===== src/rtl/bg_affine_multi_engine.sv =====
// N-channel affine background coordinate generator: per-channel row/pixel
// accumulators stepped by PA..PD, with a one-cycle registered texture coordinate.
module bg_affine_multi_engine #(
    parameter int NUM_CH  = 2,
    parameter int REF_W   = 28,
    parameter int FRAC_W  = 8,
    parameter int COORD_W = 10,
    parameter int CH_W    = (NUM_CH > 1) ? $clog2(NUM_CH) : 1
) (
    input  logic                    clock,
    input  logic                    reset,
    input  logic [16*NUM_CH-1:0]    pa,
    input  logic [16*NUM_CH-1:0]    pb,
    input  logic [16*NUM_CH-1:0]    pc,
    input  logic [16*NUM_CH-1:0]    pd,
    input  logic [REF_W*NUM_CH-1:0] refx,
    input  logic [REF_W*NUM_CH-1:0] refy,
    input  logic [NUM_CH-1:0]       ref_wr,
    input  logic [NUM_CH-1:0]       wrap_en,
    input  logic [2*NUM_CH-1:0]     map_size,
    input  logic                    newframe,
    input  logic                    steprow,
    input  logic                    step,
    input  logic [CH_W-1:0]         ch,
    output logic                    out_valid,
    output logic [CH_W-1:0]         out_ch,
    output logic [COORD_W-1:0]      out_x,
    output logic [COORD_W-1:0]      out_y,
    output logic                    out_transparent
);

    logic [NUM_CH-1:0][REF_W-1:0] line_x, line_y, cur_x, cur_y;
    logic [NUM_CH-1:0]            pend;

    logic                         ch_ok;
    logic [REF_W-1:0]             samp_x, samp_y;
    logic [1:0]                   samp_ms;
    logic                         samp_wrap;
    logic [COORD_W:0]             map_x, map_y;

    function automatic logic [REF_W-1:0] sext16(input logic [15:0] p);
        return {{(REF_W-16){p[15]}}, p};
    endfunction

    // Returns {transparent, coordinate}; masking with M-1 also wraps negatives.
    function automatic logic [COORD_W:0] map_coord(input logic [REF_W-1:0] v,
                                                   input logic [1:0] ms,
                                                   input logic wrap);
        logic [REF_W-1:0]   ix;
        logic [10:0]        m;
        logic               in_range;
        logic [COORD_W-1:0] mask;
        ix       = REF_W'($signed(v) >>> FRAC_W);
        m        = 11'd128 << ms;
        in_range = !ix[REF_W-1] && (ix < REF_W'(m));
        mask     = COORD_W'(m - 11'd1);
        return {!in_range && !wrap, ix[COORD_W-1:0] & mask};
    endfunction

    always_comb begin
        ch_ok     = 1'b0;
        samp_x    = '0;
        samp_y    = '0;
        samp_ms   = 2'd0;
        samp_wrap = 1'b0;
        for (int i = 0; i < NUM_CH; i++) begin
            if (int'(ch) == i) begin
                ch_ok     = 1'b1;
                samp_x    = cur_x[i];
                samp_y    = cur_y[i];
                samp_ms   = map_size[2*i +: 2];
                samp_wrap = wrap_en[i];
            end
        end
        map_x = map_coord(samp_x, samp_ms, samp_wrap);
        map_y = map_coord(samp_y, samp_ms, samp_wrap);
    end

    // Reference writes outside a row boundary only arm pend, so the current row is never disturbed.
    always_ff @(posedge clock or posedge reset) begin
        if (reset) begin
            line_x <= '0;
            line_y <= '0;
            cur_x  <= '0;
            cur_y  <= '0;
            pend   <= '0;
        end else begin
            for (int i = 0; i < NUM_CH; i++) begin
                if (newframe || (steprow && (pend[i] || ref_wr[i]))) begin
                    line_x[i] <= refx[REF_W*i +: REF_W];
                    line_y[i] <= refy[REF_W*i +: REF_W];
                    cur_x[i]  <= refx[REF_W*i +: REF_W];
                    cur_y[i]  <= refy[REF_W*i +: REF_W];
                    pend[i]   <= 1'b0;
                end else if (steprow) begin
                    line_x[i] <= line_x[i] + sext16(pb[16*i +: 16]);
                    line_y[i] <= line_y[i] + sext16(pd[16*i +: 16]);
                    cur_x[i]  <= line_x[i] + sext16(pb[16*i +: 16]);
                    cur_y[i]  <= line_y[i] + sext16(pd[16*i +: 16]);
                end else begin
                    if (ref_wr[i]) begin
                        pend[i] <= 1'b1;
                    end
                    if (step && int'(ch) == i) begin
                        cur_x[i] <= cur_x[i] + sext16(pa[16*i +: 16]);
                        cur_y[i] <= cur_y[i] + sext16(pc[16*i +: 16]);
                    end
                end
            end
        end
    end

    always_ff @(posedge clock or posedge reset) begin
        if (reset) begin
            out_valid       <= 1'b0;
            out_ch          <= '0;
            out_x           <= '0;
            out_y           <= '0;
            out_transparent <= 1'b0;
        end else if (newframe || steprow || !step) begin
            out_valid <= 1'b0;
        end else begin
            out_valid <= 1'b1;
            out_ch    <= ch;
            if (ch_ok) begin
                out_x           <= map_x[COORD_W-1:0];
                out_y           <= map_y[COORD_W-1:0];
                out_transparent <= map_x[COORD_W] | map_y[COORD_W];
            end else begin
                out_x           <= '0;
                out_y           <= '0;
                out_transparent <= 1'b1;
            end
        end
    end

endmodule


===== config.mk =====
export PLATFORM = sky130hd
export DESIGN_NAME = bg_affine_multi_engine
export DESIGN_NICKNAME = d
export VERILOG_FILES = /design/src/rtl/bg_affine_multi_engine.sv
export SDC_FILE = /design/constraint.sdc
export NUM_CORES = 1
export LEC_CHECK = 0
export BUFFER_PORTS_ARGS = -buffer_cell sky130_fd_sc_hd__buf_4
export CAP_MARGIN = 10
export CORE_UTILIZATION = 51
export DETAILED_ROUTE_END_ITERATION = 10
export HOLD_SLACK_MARGIN = 0.02
export PLACE_DENSITY = 0.72
export SETUP_SLACK_MARGIN = 0.05
export SLEW_MARGIN = 20
export SYNTH_ARGS = -nofsm -noshare
export SYNTH_HDL_FRONTEND = slang
export SYNTH_SLANG_ARGS = --single-unit
export TNS_END_PERCENT = 10

===== constraint.sdc =====
create_clock -name clock -period 8.7 [get_ports clock]
set_input_delay 0.435 -clock clock [delete_from_list [all_inputs] [get_ports clock]]
set_output_delay 0.435 -clock clock [all_outputs]
set_load 0.01 [all_outputs]

==> flow_summary.json <==
{
  "maxSlewViolCount": 0,
  "drc_errors": 0,
  "tightest_slew_ns": 0.9504,
  "synth-edff-count": 0,
  "r2r_cells": 14,
  "syn2layout_area_growth_pct": 16.61,
  "outcome": "completed",
  "syn_area_um2": 21610,
  "die_w_um": 207.9,
  "synthArstFlopShare_pct": 100.0,
  "final_cells": 3464,
  "core_area_um2": 41850,
  "drv_cap": 0,
  "avgSynthCellArea_um2": 8.083,
  "io_buffer_count": 276,
  "clkSinkCount": 249,
  "fin_tns_setup_ns": 0,
  "drive_gt1_share_pct": 13.03,
  "place_hpwl_um": 51720,
  "grt_pass1_vias": 20930,
  "chipHeight_um": 207.9,
  "grt_usage_pct": 32.17,
  "vias_per_cell": 6.196,
  "fp-row-count": 75,
  "postCtsSetupBuffers": 0,
  "cp-start-kind": "flip-flop",
  "hp-start": "refy[53]",
  "whs_ns": 0.09430,
  "start_util_pct": 51.64,
  "cp.arrival_ns": 4.19,
  "dr.first_iter.drc_count": 1490,
  "ant_nets": 0,
  "rrSetupSlack_ns": 5.02,
  "vias": 21460,
  "wl_um": 70390,
  "io_pins": 277,
  "ctsHtreeMaxLevel": 1,
  "holdPathStages": 3,
  "place_congestion": 0.9654,
  "syn_inst": 2674,
  "slew_headroom_pct": 36.61,
  "ys_ff_latch": 249,
  "synthFlopType": "dfrtp_1",
  "antenna_found_initial": 1,
  "nets": 3385,
  "clock.fmax_mhz": 271.7,
  "holdPathEnd": "line_y[53]",
  "cts.clk_slew.worst_paths_ns": 0.06,
  "globalRouteOverflowTotal": 0,
  "dieArea_um2": 43210,
  "cts_resized": 0,
  "p_leak_nw": 11.75,
  "cp-end-kind": "flip-flop",
  "r2r_start": "line_y[0]",
  "clock_latency_ns": 0.59,
  "finalHoldViolCount": 0,
  "cts_buffers": 30,
  "required_ns": 9.21,
  "synth_cell_types": 84,
  "path_class": "flip-flop to flip-flop",
  "cts_tree": "built",
  "syn_nets": 3158,
  "first_pass_iters": 5,
  "clock_skew_ns": 0.02115,
  "grt_max_degree": 150,
  "grt_pass1_wl_um": 111000,
  "hold_class": "input pin to flip-flop",
  "wl_per_cell_um": 20.32,
  "layout_min_cycle_time_ns": 3.680,
  "synth_top_area_share_pct": 28.83,
  "ys_seq_area_share_pct": 28.83,
  "cts_root_buf": "clkbuf_16",
  "rsz0062_at_grt": "false",
  "critPathMaxFanout": 3,
  "reg2reg_to": "cur_y[26]",
  "peakVddDrop_mv": 0.1524,
  "cts_max_path_buffers": 3,
  "synth_area_leader_cell": "dfrtp_1",
  "synth_area_leaders": "dfrtp_1 (29%), ha_1 (13%), a21oi_1 (6.4%), nand2_1 (5.6%), xnor2_1 (4.9%)",
  "dp.cells": 3407,
  "synth-warning-count": 0,
  "power_density_nw_per_um2": 204.6,
  "min_period_over_period_pct": 42.30,
  "finalSetupViolCount": 0
}
-- worst max path at each step --
stage,startpoint,end
floorplan,reset,cur_x[0]
global placement,steprow,cur_y[13]
detailed placement,steprow,cur_y[13]
CTS,line_y[0],cur_y[26]
global route,line_y[0],cur_y[26]
finish,line_y[0],cur_y[26]
-- cell type report --
| cell class | instances | area, um^2 |
|---|---|---|
| antenna | 2 | 5.005 |
| clock buffer | 47 | 855.8 |
| clock inverter | 7 | 138.9 |
| fill | 3723 | 16650 |
| inverter | 77 | 296.5 |
| multi-input combinational | 2243 | 14740 |
| sequential | 249 | 6231 |
| tap | 539 | 674.4 |
| timing repair buffer | 300 | 2267 |
-- power breakdown --
part | internal, W | switching (W) | leakage (nW)
clock | 0.000788 | 0.000535 | 0.482
combinational | 0.00101 | 0.00130 | 8.32
sequential | 0.00135 | 0.000171 | 2.95
total | 0.00315 | 0.00201 | 11.8
-- worst max-delay path: stages (launching register included) --
cell	delay [ns]
dfrtp_1	0.36
ha_1	0.22
inv_1	0.07
fa_1	0.40
nor2b_1	0.15
o21ai_0	0.16
a211oi_1	0.31
o21ai_0	0.26
o311ai_0	0.62
o31a_1	0.28
a31oi_1	0.14
o21ai_0	0.23
xor2_1	0.19
o21ai_0	0.09
a21oi_1	0.14
-- layout by cell type (no fill, tap or decap), drive strengths merged, types with 28 or more instances in the layout --
cell    count
a211oi     36
a21o      109
a21oi     280
a22oi      34
a31oi      54
buf       299
clkbuf     47
dfrtp     249
ha        222
inv        77
nand2     323
nand2b     28
nand3      40
nor2      271
nor2b      35
nor3       35
o21a       38
o21ai     216
xnor2     121
xor2       64
-- sequential cells by signal, indices dropped and copies added, names as in the netlist --
name	cells
cur_y	56
out_transparent	1
pend	2
out_x	10
out_valid	1
out_y	10
line_x	56
cur_x	56
out_ch	1
line_y	56
-- timing repair --
item,in CTS,in global routing
hold endpoints to repair,5,0
setup endpoints to repair,0,0
hold buffers,1,0
-- cell usage after synthesis, drive strengths merged, types with 28 or more instances --
cell type and instances:
nand3 40, o21a 38, inv 76, a211oi 36, clkbuf 79, xor2 64, o21ai 216, xnor2 121
nor2b 35, nand2b 28, a21oi 280, nand2 323, ha 222, nor2 271, a22oi 34, a31oi 54
a21o 109, dfrtp 249, nor3 35
-- cell families after synthesis --
family                     count (synthesis)  share of synthesized area (%)
muxes                                     36                          1.725
buffers and inverters                    182                          3.167
AOI/OAI and AO/OA                        960                          28.11
adders and majority gates                230                          13.59
DFF                                      249                          28.83
and+or+nand+nor                          832                          17.08
xor gates and xnor gates                 185                          7.497
-- through the flow --
step	utilization [%]	instance area (um^2)	setup slack, ns	power (W)
final	60.22	25200	5.020	0.005158
after global routing	60.21	25200	4.657	0.005493
after CTS	60.21	25200	5.042	0.005143
after detailed placement	57.81	24190	4.605	0.003804
after global placement	57.81	24190	4.590	0.003741
after floorplan	-	21610	1.422	0.003182
-- routing by layer --
metal	track usage [%]	share of wire (%)
met5	0	0
met4	12.72	3.7
met3	4.644	7.3
met2	53.93	47
met1	41.74	42
Power figures use the tool's default switching activity.
